File: src/rtl/sm_input_conditioner_if.sv
// Handshake bundle between the raw input lines and the conditioned outputs.
interface sm_input_conditioner_if #(
    parameter int N_IN = 3
);
    logic [N_IN-1:0] raw_in;
    logic [N_IN-1:0] lvl_out;
    logic [N_IN-1:0] pulse_out;
    logic            busy;

    modport master (output raw_in, input lvl_out, pulse_out, busy);
    modport slave  (input raw_in, output lvl_out, pulse_out, busy);
endinterface

File: src/rtl/sm_input_conditioner.sv
// Two-flop synchronizer plus per-channel debounce FSM producing a clean level
// and a one-cycle rising-edge pulse for each raw input line.
//
// state     | meaning
// STABLE_LO | accepted level 0, sync agrees
// PEND_HI   | sync went 1, counting persistence before accepting 1
// STABLE_HI | accepted level 1, sync agrees
// PEND_LO   | sync went 0, counting persistence before accepting 0
module sm_input_conditioner #(
    parameter int N_IN       = 3,
    parameter int DEB_CYCLES = 4
) (
    input  logic                   clk,
    input  logic                   rst,
    sm_input_conditioner_if.slave  io
);
    localparam int CW = $clog2(DEB_CYCLES) + 1;
    localparam logic [CW-1:0] CNT_LAST = CW'(DEB_CYCLES - 1);

    typedef enum logic [1:0] {STABLE_LO, PEND_HI, STABLE_HI, PEND_LO} state_t;

    state_t          state_q [N_IN];
    state_t          state_d [N_IN];
    logic [CW-1:0]   cnt_q   [N_IN];
    logic [CW-1:0]   cnt_d   [N_IN];
    logic [N_IN-1:0] s1_q, s1_d, s2_q, s2_d;
    logic [N_IN-1:0] lvl_q, lvl_d, pulse_q, pulse_d;
    logic            busy;

    always_comb begin
        s1_d = io.raw_in;
        s2_d = s1_q;
        for (int i = 0; i < N_IN; i++) begin
            state_d[i] = state_q[i];
            cnt_d[i]   = cnt_q[i];
            case (state_q[i])
                STABLE_LO: if (s2_q[i]) begin
                    if (DEB_CYCLES == 1) begin
                        state_d[i] = STABLE_HI;
                    end else begin
                        state_d[i] = PEND_HI;
                        cnt_d[i]   = CW'(1);
                    end
                end
                PEND_HI: begin
                    if (!s2_q[i]) begin
                        state_d[i] = STABLE_LO;
                        cnt_d[i]   = '0;
                    end else if (cnt_q[i] == CNT_LAST) begin
                        state_d[i] = STABLE_HI;
                        cnt_d[i]   = '0;
                    end else begin
                        cnt_d[i] = cnt_q[i] + CW'(1);
                    end
                end
                STABLE_HI: if (!s2_q[i]) begin
                    if (DEB_CYCLES == 1) begin
                        state_d[i] = STABLE_LO;
                    end else begin
                        state_d[i] = PEND_LO;
                        cnt_d[i]   = CW'(1);
                    end
                end
                PEND_LO: begin
                    if (s2_q[i]) begin
                        state_d[i] = STABLE_HI;
                        cnt_d[i]   = '0;
                    end else if (cnt_q[i] == CNT_LAST) begin
                        state_d[i] = STABLE_LO;
                        cnt_d[i]   = '0;
                    end else begin
                        cnt_d[i] = cnt_q[i] + CW'(1);
                    end
                end
                default: begin
                    state_d[i] = STABLE_LO;
                    cnt_d[i]   = '0;
                end
            endcase
            // Outputs follow the next state so they change on the accepting edge.
            lvl_d[i]   = (state_d[i] == STABLE_HI) || (state_d[i] == PEND_LO);
            pulse_d[i] = lvl_d[i] & ~lvl_q[i];
        end
    end

    always_comb begin
        busy = 1'b0;
        for (int i = 0; i < N_IN; i++) begin
            busy = busy | (state_q[i] == PEND_HI) | (state_q[i] == PEND_LO);
        end
    end

    always_ff @(posedge clk or negedge rst) begin
        if (!rst) begin
            s1_q    <= '0;
            s2_q    <= '0;
            lvl_q   <= '0;
            pulse_q <= '0;
            for (int i = 0; i < N_IN; i++) begin
                state_q[i] <= STABLE_LO;
                cnt_q[i]   <= '0;
            end
        end else begin
            s1_q    <= s1_d;
            s2_q    <= s2_d;
            lvl_q   <= lvl_d;
            pulse_q <= pulse_d;
            for (int i = 0; i < N_IN; i++) begin
                state_q[i] <= state_d[i];
                cnt_q[i]   <= cnt_d[i];
            end
        end
    end

    assign io.lvl_out   = lvl_q;
    assign io.pulse_out = pulse_q;
    assign io.busy      = busy;
endmodule
File: src/flat_wrapper.sv
// flat-port wrapper written by rule: the top's interface ports become plain ports
module sm_input_conditioner_flat 
#(
    parameter int N_IN       = 3,
    parameter int DEB_CYCLES = 4
)
  (clk, rst, io_raw_in, io_lvl_out, io_pulse_out, io_busy);
  sm_input_conditioner_if #(.N_IN(N_IN)) io_i ();
  input  logic clk;
  input  logic rst;
  input wire logic [$bits(io_i.raw_in)-1:0] io_raw_in;
  output wire logic [$bits(io_i.lvl_out)-1:0] io_lvl_out;
  output wire logic [$bits(io_i.pulse_out)-1:0] io_pulse_out;
  output wire logic [$bits(io_i.busy)-1:0] io_busy;
  assign io_i.raw_in = io_raw_in;
  assign io_lvl_out = io_i.lvl_out;
  assign io_pulse_out = io_i.pulse_out;
  assign io_busy = io_i.busy;
  sm_input_conditioner #(.N_IN(N_IN), .DEB_CYCLES(DEB_CYCLES)) u_core (.clk(clk), .rst(rst), .io(io_i));
endmodule
File: config.mk
export PLATFORM = sky130hd
export DESIGN_NAME = sm_input_conditioner_flat
export DESIGN_NICKNAME = d
export VERILOG_FILES = /design/src/rtl/sm_input_conditioner_if.sv /design/src/rtl/sm_input_conditioner.sv /design/src/flat_wrapper.sv
export SDC_FILE = /design/constraint.sdc
export NUM_CORES = 1
export LEC_CHECK = 0
export ABC_AREA = 1
export BUFFER_PORTS_ARGS = -buffer_cell sky130_fd_sc_hd__clkbuf_2
export CORE_AREA = 3 3 50 52
export DETAILED_ROUTE_END_ITERATION = 12
export DIE_AREA = 0 0 53 55
export GPL_TIMING_DRIVEN = 0
export PLACE_DENSITY_LB_ADDON = 0.3
export RECOVER_POWER = 100
export SETUP_SLACK_MARGIN = 0.1
export SKIP_CTS_REPAIR_TIMING = 1
export SLEW_MARGIN = 20
export SYNTH_ARGS = -nofsm -noshare
export SYNTH_HDL_FRONTEND = slang
export SYNTH_SLANG_ARGS = --single-unit
File: constraint.sdc
create_clock -name clk -period 1.44 [get_ports clk]
set_clock_uncertainty 0.15 [all_clocks]
set_input_delay 0.144 -clock clk [delete_from_list [all_inputs] [get_ports clk]]
set_output_delay 0.144 -clock clk [all_outputs]
set_load 0.05 [all_outputs]
==> run_results.csv, run 1 <==
group,metric,value,unit
global_routing,grt_usage,16.4,%
setup_path,crit_required,1.15,ns
logic_synthesis,yosysSeqAreaShare,59.0,%
worst_hold_path,holdCritPathClass,"input port to async pin",
global_routing,antenna_found_initial,0,
global_routing,grt_pass1_wl,3340,µm
global_routing,grt_max_degree,28,
pwr,leakagePower,0.722,nW
finish,final_util,62.6,%
setup_path,cp_max_fo,7,
die,start_util,53.3,%
global_routing,grt_pass1_vias,819,
clock_tree,cts.root.buffer_cell,"clkbuf_4",
die,io_pins,12,
clock_tree,htree_levels,1,
route,met2RoutedLength,1040,µm
place,gp_congestion,0.737,
route,viasPerCell,5.07,
route,avgRoutedWirePerCell,11.4,µm
finish,nets,159,
clock_tree,cts_sinks,27,
setup_path,crit_arrival,1.14,ns
pwr,vdd.ir_drop.worst,1.20,mV
logic_synthesis,yosys_register_bits,27,
clock_tree,clk_pin_slew,0.13,ns
timing,hold_viol,0,
setup_path,end_kind,"primary output",
route,firstDrtPassIters,4,
route,ant_nets,0,
route,wl_met3,77,µm
timing,drv_slew,0,
place,io_buffers,11,
finish,final_cell_mix,"nand2_1, dfrtp_1, inv_1",
route,wirelength,2030,µm
pwr,p_total,2.75,mW
timing,timing.fmax,696,MHz
route,wl_met1,873,µm
setup_path,crit_type,"flip-flop to primary output",
pwr,power.density,2050,mW/mm²
route,highest_layer,"met4",
finish,insertedDiodeCount,0,
global_routing,overflow,0,
logic_synthesis,yosys_warnings,0,
route,vias,902,
logic_synthesis,syn_inst,127,
die,num_rows,17,
logic_synthesis,synth.net_count,135,
finish,nFillCells,168,
die,die_area,0.00292,mm²
die,coreArea,0.00215,mm²
logic_synthesis,syn_area,0.00115,mm²
timing,setup_viol,0,
finish,drive_above_1_share,18.7,%
clock_tree,clkLatencyLatePin,0.33,ns
finish,final_common_cell,"nand2_1",
route,drtIter0Drc,17,
finish,area_growth,17.2,%
place,dp_hpwl,1450,µm
timing,rsz0062_at_grt,"true",
timing,finalCritPeriodShare,99.8,%
clock_tree,cts_buffers,3,
setup_path,r2r_slack,0.18,ns
clock_tree,cts_max_path_buffers,2,
die,die_y,55,µm
timing,tns,0,ns
timing,worst_slew_pin_slew,0.623,ns
logic_synthesis,syn_area_per_cell,9.02,µm²
clock_tree,tritoncts,"done",
logic_synthesis,synth_cell_types,13,
die,die_w,53,µm
run,cap_violations,0,
outcome,status,"finished, final reports clean",
timing,post-route-min-period,1.44,ns
setup_path,start_kind,"flip-flop",
route,drc,0,
timing,slew_headroom,58.5,%
-- metal layers --
layer,up-vias,global-route usage (%)
met5,-,0
met4,0,8.94
met3,9,3.22
met2,20,28.5
met1,428,19.1
li1,445,-
-- worst paths after layout --
kind / startpoint / end / cells past startpoint
max in group asynchronous: rst / u_core.state_q[2] / 2
max: u_core.state_q[0] / io_busy / 3
max reg2reg: u_core.cnt_q[3] / u_core.state_q[3] / 5
min: rst / u_core.io.lvl_out[1] / 2
min reg2reg: u_core.s1_q[2] / u_core.s2_q[2] / 0
min in group clk: u_core.s1_q[2] / u_core.s2_q[2] / 0
-- area by class of cell --
cell class	count	area, µm²	area share [%]
Timing Repair Buffer	19	135	10.1
Sequential cell	27	679	50.6
Tap cell	28	35.0	2.61
Clock buffer	4	26.3	1.96
Multi-Input combinational cell	76	378	28.1
Inverter	24	90.1	6.70
-- report_power, final --
group	switching (mW)	internal (mW)	total [mW]
registers	0.178	1.01	1.18
clock network	0.206	0.109	0.315
logic	0.839	0.412	1.25
-- kinds of logic (layout without fill, tap and decap cells) --
kind of cell | Yosys count | count (layout) | share of synthesized area [%]
buffers and inverters | 24 | 47 | 7.86
flip-flops | 27 | 27 | 59.0
AND/OR/NAND/NOR | 67 | 67 | 27.0
adder cells (fa/ha/maj) | 3 | 3 | 3.28
AO/OA/AOI/OAI | 6 | 6 | 2.95
-- sequential cells by signal (all words and copies together) (netlist names) --
name                 cells
u_core.io.lvl_out        3
u_core.cnt_q             9
u_core.s1_q              3
u_core.io.pulse_out      3
u_core.s2_q              3
u_core.state_q           6
-- through the flow --
| step | instance area [µm²] | cells | hold slack (ns) | worst slack, ns |
|---|---|---|---|---|
| 3_5_place_dp | 1240 | 166 | 0.0427 | 0.228 |
| 2_1_floorplan | 1150 | 127 | -0.302 | 0.245 |
| 3_3_place_gp | 1240 | 166 | 0.0403 | 0.242 |
| 5_1_grt | 1340 | 178 | 0.238 | -0.0467 |
| 6_report | 1340 | 178 | 0.199 | 0.00332 |
| 4_1_cts | 1260 | 170 | -0.320 | -0.149 |
-- synthesized netlist by cell type, drive strengths merged --
| master | count | share of area, % |
|---|---|---|
| nand3b | 3 | 2.0 |
| o21ai | 3 | 1.3 |
| nand2 | 33 | 11 |
| ha | 3 | 3.3 |
| nor2 | 9 | 3.6 |
| inv | 24 | 7.9 |
| nand3 | 19 | 8.3 |
| a31oi | 3 | 1.6 |
| nand4 | 3 | 1.6 |
| dfrtp | 27 | 59 |
-- critical path, stage by stage (launching register included) --
cell and delay (ns):
dfrtp_2 0.47, inv_2 0.09, nand3_2 0.09, buf_8 0.16
Power figures use the tool's default switching activity.
==> run 2: changes to the inputs <==
CORE_AREA = 3 3 49 51   (was 3 3 50 52)
DIE_AREA = 0 0 52 54   (was 0 0 53 55)
clock period = 1.8 ns   (was 1.44 ns; I/O delays follow)
==> run_results.csv, run 2 (same netlist as run 1, synthesis figures left out) <==
group,metric,value,unit
finish,fin_cells,173,
die,coreArea,0.00198,mm²
die,start_util,57.8,%
global_routing,grt_pass1_vias,806,
finish,drive_above_1_share,8.90,%
setup_path,crit_arrival,1.29,ns
global_routing,grt_max_degree,28,
die,num_rows,16,
clock_tree,cts.root.buffer_cell,"clkbuf_4",
finish,insertedDiodeCount,0,
finish,seq_area,676,µm²
pwr,power.density,1610,mW/mm²
die,io_pins,12,
route,avgRoutedWirePerCell,11.1,µm
run,cap_violations,0,
setup_path,r2r_slack,0.55,ns
timing,drv_slew,0,
timing,post-route-min-period,1.62,ns
finish,multiInputGateArea,373,µm²
route,wirelength,1910,µm
place,dp_hpwl,1400,µm
timing,hold_viol,0,
setup_path,cp_top_family,"flip-flops",
route,firstDrtPassIters,4,
route,vias,892,
route,viasPerCell,5.16,
clock_tree,htree_levels,1,
clock_tree,clk_pin_slew,0.13,ns
finish,nFillCells,186,
setup_path,cp_max_fo,7,
timing,tns,0,ns
route,ant_nets,0,
finish,largest_registers,"u_core.cnt_q: 9 flops, u_core.state_q: 6 flops",
setup_path,end_kind,"primary output",
finish,max_flop_register,"u_core.cnt_q",
die,die_y,54,µm
timing,setup_viol,0,
setup_path,start_kind,"flip-flop",
finish,final_cell_mix,"nand2_1, dfrtp_1, inv_1",
die,die_area,0.00281,mm²
finish,largest_reg_flops,9,
route,drtIter0Drc,18,
setup_path,crit_slowest_cell,"dfrtp_1",
route,drc,0,
setup_path,max_stage_delay,0.47,ns
pwr,vdd.ir_drop.worst,0.883,mV
timing,finalCritPeriodShare,89.9,%
setup_path,crit_required,1.47,ns
place,place_inst,165,
global_routing,antenna_found_initial,0,
clock_tree,cts_sinks,27,
die,die_w,52,µm
timing,slew_headroom,56.8,%
global_routing,grt_pass1_wl,3210,µm
timing,worst_slew_pin_slew,0.647,ns
place,gp_congestion,0.772,
outcome,status,"finished, final reports clean",
worst_hold_path,holdCritPathClass,"flip-flop to flip-flop",
setup_path,crit_path_cell_trace,"inv_1 > nand3_1 > clkbuf_2",
finish,final_common_cell,"nand2_1",
setup_path,crit_type,"flip-flop to primary output",
pwr,leakagePower,0.684,nW
clock_tree,tritoncts,"done",
setup_path,cp_num_buf_inv,2,
clock_tree,cts_max_path_buffers,2,
timing,rsz0062_at_grt,"false",
clock_tree,cts_buffers,3,
timing,holdWs,0.213,ns
global_routing,overflow,0,
clock_tree,clkLatencyLatePin,0.31,ns
global_routing,grt_usage,15.5,%
finish,area_growth,12.2,%
timing,timing.fmax,618,MHz
finish,nets,155,
place,io_buffers,11,
==> run 2: cell types whose count changed in the layout (fill, tap and decap cells not counted), moves of 3 or more <==
cell,previous run,this run
dfrtp_1,24,27
clkbuf_1,1,7
buf_4,4,0
dfrtp_2,3,0
clkbuf_2,10,5
==> run 2: where the power goes <==
| part | internal, mW | total (mW) | switching (mW) |
|---|---|---|---|
| Sequential | 0.797 | 0.956 | 0.159 |
| Combinational | 0.245 | 0.863 | 0.618 |
| Clock | 0.0866 | 0.253 | 0.166 |
| Total | 1.13 | 2.07 | 0.943 |
==> run 2: worst paths after layout <==
| kind | start | endpoint | depth (start not counted) |
|---|---|---|---|
| setup reg to reg | u_core.cnt_q[0] | u_core.io.lvl_out[2] | 5 |
| min in group asynchronous | rst | u_core.cnt_q[7] | 2 |
| hold / removal | u_core.s1_q[2] | u_core.s2_q[2] | 0 |
| setup / recovery | u_core.state_q[4] | io_busy | 3 |
| max in group asynchronous | rst | u_core.io.lvl_out[2] | 2 |
| hold reg to reg | u_core.s1_q[2] | u_core.s2_q[2] | 0 |
==> run 2: worst reg2reg max path, delay by kind of cell (launching register included) <==
family | cells | cell delay (ns)
adder cells (fa/ha/maj) | 1 | 0.27
buffers and inverters | 1 | 0.06
flip-flops | 1 | 0.41
AND/OR/NAND/NOR | 3 | 0.28
==> run 2: per-layer routing <==
layer / track usage [%] / vias to the layer above / routed length, µm
met4: 6.55 / 0 / 29
met1: 18.2 / 426 / 887
li1: - / 440 / -
met5: 0 / - / 0
met3: 3.32 / 6 / 69
met2: 27.4 / 20 / 924
==> run 2: per-stage QoR <==
step	instance area, µm²	power [mW]	util (%)	setup slack, ns
2_1_floorplan	1150	1.65	-	0.569
3_3_place_gp	1230	1.82	62.3	0.586
4_1_cts	1260	2.12	63.6	0.211
6_report	1290	2.07	64.9	0.182
3_5_place_dp	1230	1.87	62.3	0.581
5_1_grt	1290	2.24	64.9	0.0965
==> run 2: cell type report <==
cell class	instances	area share, %
clock buffer	4	2.04
sequential	27	52.5
timing repair buffer	15	6.81
inverter	24	7.00
tap	27	2.63
multi-input combinational	76	29.0
==> run 3: changes to the inputs <==
ABC_AREA = 0   (was 1)
CORE_AREA = 2 2 48 50   (was 3 3 49 51)
DIE_AREA = 0 0 50 52   (was 0 0 52 54)
==> run_results.csv, run 3 <==
group,metric,value,unit
outcome,status,"finished, final reports clean",
setup_path,start_kind,"flip-flop",
timing,fin_ws,0.134,ns
place,io_buffers,11,
logic_synthesis,syn_inst,78,
logic_synthesis,synth.net_count,86,
setup_path,crit_arrival,1.34,ns
route,firstDrtPassIters,3,
clock_tree,clk_pin_slew,0.14,ns
die,die_y,52,µm
route,avgRoutedWirePerCell,11.4,µm
die,num_rows,17,
finish,stdcell_area,0.00126,mm²
logic_synthesis,yosysSeqAreaShare,60.8,%
run,cap_violations,0,
place,preCtsSetupSlack,0.298,ns
logic_synthesis,syn_area,0.00111,mm²
setup_path,crit_type,"flip-flop to primary output",
finish,multiInputGateArea,403,µm²
timing,drv_slew,0,
logic_synthesis,syn_area_per_cell,14.2,µm²
global_routing,grt_pass1_vias,633,
finish,largest_registers,"u_core.cnt_q: 9 flops, u_core.state_q: 6 flops",
place,gp_congestion,0.718,
setup_path,max_stage_delay,0.46,ns
logic_synthesis,synthTopCellsByCount,"dfrtp_1, o21a_1, o21ai_0",
clock_tree,tritoncts,"done",
worst_hold_path,hold_path_startpoint,"u_core.s1_q[1]",
pwr,vdd.ir_drop.worst,1.15,mV
finish,insertedDiodeCount,0,
logic_synthesis,synth_cell_types,21,
setup_path,ff2ff_path_depth,5,
timing,worst_slew_pin_slew,0.642,ns
logic_synthesis,synth_most_common_cell,"dfrtp_1",
finish,final_common_cell,"dfrtp_1",
global_routing,grt_util_met2,23.0,%
worst_hold_path,hold_end,"u_core.s2_q[1]",
finish,area_growth,13.1,%
setup_path,r2r_slack,0.24,ns
place,dp_hpwl,985,µm
global_routing,top_usage_layer,"met2",
global_routing,antenna_found_initial,0,
global_routing,grt_pass1_wl,2710,µm
timing,slew_headroom,57.2,%
die,io_pins,12,
finish,fin_cells,128,
clock_tree,cts_max_path_buffers,2,
setup_path,cp_max_fo,5,
place,placed_cell_area,0.00120,mm²
clock_tree,htree_levels,1,
die,coreArea,0.00211,mm²
setup_path,crit_required,1.47,ns
route,ant_nets,0,
logic_synthesis,yosys_register_bits,27,
global_routing,grt_usage,14.0,%
timing,rsz0062_at_grt,"false",
die,die_w,50,µm
global_routing,grt_use_met1,17.2,%
pwr,p_clk_share,11.8,%
finish,max_flop_register,"u_core.cnt_q",
global_routing,overflow,0,
die,start_util,52.8,%
finish,nFillCells,187,
timing,holdWs,0.215,ns
logic_synthesis,synth_top_cell_by_area,"dfrtp_1",
route,wirelength,1460,µm
logic_synthesis,yosys_warnings,0,
setup_path,cp_num_buf_inv,1,
route,drc,0,
logic_synthesis,synth_edf_count,0,
setup_path,cp_top_family,"flip-flops",
finish,seq_area,678,µm²
pwr,leakagePower,0.555,nW
logic_synthesis,yosys.area.top_type_share,60.8,%
setup_path,timing.rr.start,"u_core.state_q[0]",
clock_tree,cts.root.buffer_cell,"clkbuf_4",
pwr,p_sw,865,µW
clock_tree,cts_buffers,3,
setup_path,crit_path_cell_trace,"or3_1 > buf_8",
finish,largest_reg_flops,9,
pwr,p_sw_share,41.3,%
timing,tns,0,ns
finish,final_cell_mix,"dfrtp_1, clkbuf_1, o21a_1, o21ai_0",
die,die_area,0.00260,mm²
pwr,p_total,2.09,mW
route,drtIter0Drc,2,
finish,nets,109,
clock_tree,clkLatencyLatePin,0.31,ns
global_routing,met3_usage,3.45,%
clock_tree,cts_sinks,27,
logic_synthesis,ys_dominant_reg_cell,"dfrtp_1",
timing,timing.fmax,600,MHz
setup_path,end_kind,"primary output",
setup_path,r2r_end,"u_core.io.pulse_out[2]",
timing,finalCritPeriodShare,92.6,%
pwr,power.density,1670,mW/mm²
pwr,p_int,1.23,mW
global_routing,grt_max_degree,28,
finish,final_util,59.7,%
setup_path,crit_slowest_cell,"dfrtp_2",
place,place_inst,117,
route,viasPerCell,5.08,
timing,post-route-min-period,1.67,ns
finish,drive_above_1_share,20.0,%
logic_synthesis,async_flop_share,100,%
timing,hold_viol,0,
worst_hold_path,holdCritPathClass,"flip-flop to flip-flop",
pwr,combPwrFrac,42.3,%
pwr,sequentialPowerShare,45.9,%
route,vias,650,
worst_hold_path,whs_path_depth,0,
timing,setup_viol,0,
logic_synthesis,synth_top_cells_by_area,"dfrtp_1, mux2_4, o21a_1",
## run 3: kinds of logic after synthesis
group           share of synthesized area, %
simple gates                            16.4
compound gates                          7.66
flops                                   60.8
fa+ha+maj                               3.38
mux                                     7.09
xor+xnor                                4.62
## run 3: worst max path at each step
stage,start,endpoint,slack (ns),cells after the start
after floorplan,u_core.cnt_q[3],u_core.io.pulse_out[1],0.41,4
after global placement,u_core.state_q[2],io_busy,0.31,2
after detailed placement,u_core.state_q[0],io_busy,0.30,2
after CTS,u_core.state_q[0],io_busy,-0.08,2
after global routing,u_core.state_q[2],io_busy,0.07,2
final,u_core.state_q[2],io_busy,0.13,2
## run 3: layout make-up
type	count	area share, %
Clock inverter	1	0.398
Timing Repair Buffer	18	8.96
Sequential cell	27	54.0
Clock buffer	3	1.79
Tap cell	28	2.79
Multi-Input combinational cell	51	32.1
## run 3: per-layer routing
metal	vias to the layer above	routed length, µm
met5	-	0
met2	10	729
met4	0	14
met1	323	671
li1	315	-
met3	2	47
## run 3: worst reg2reg max path, stage by stage (launching register included)
cell      delay (ns)
dfrtp_2         0.38
clkbuf_1        0.19
clkbuf_1        0.17
nand3b_2        0.11
mux2_1          0.33
nor2b_4         0.13
## run 3: power groups by stage
stage | clock (mW) | combinational [mW] | sequential [mW]
after floorplan | 0 | 0.489 | 1.21
after global placement | 0 | 0.872 | 0.999
after detailed placement | 0 | 0.885 | 1.01
after CTS | 0.263 | 0.888 | 0.998
after global routing | 0.282 | 0.974 | 0.997
final | 0.248 | 0.886 | 0.961
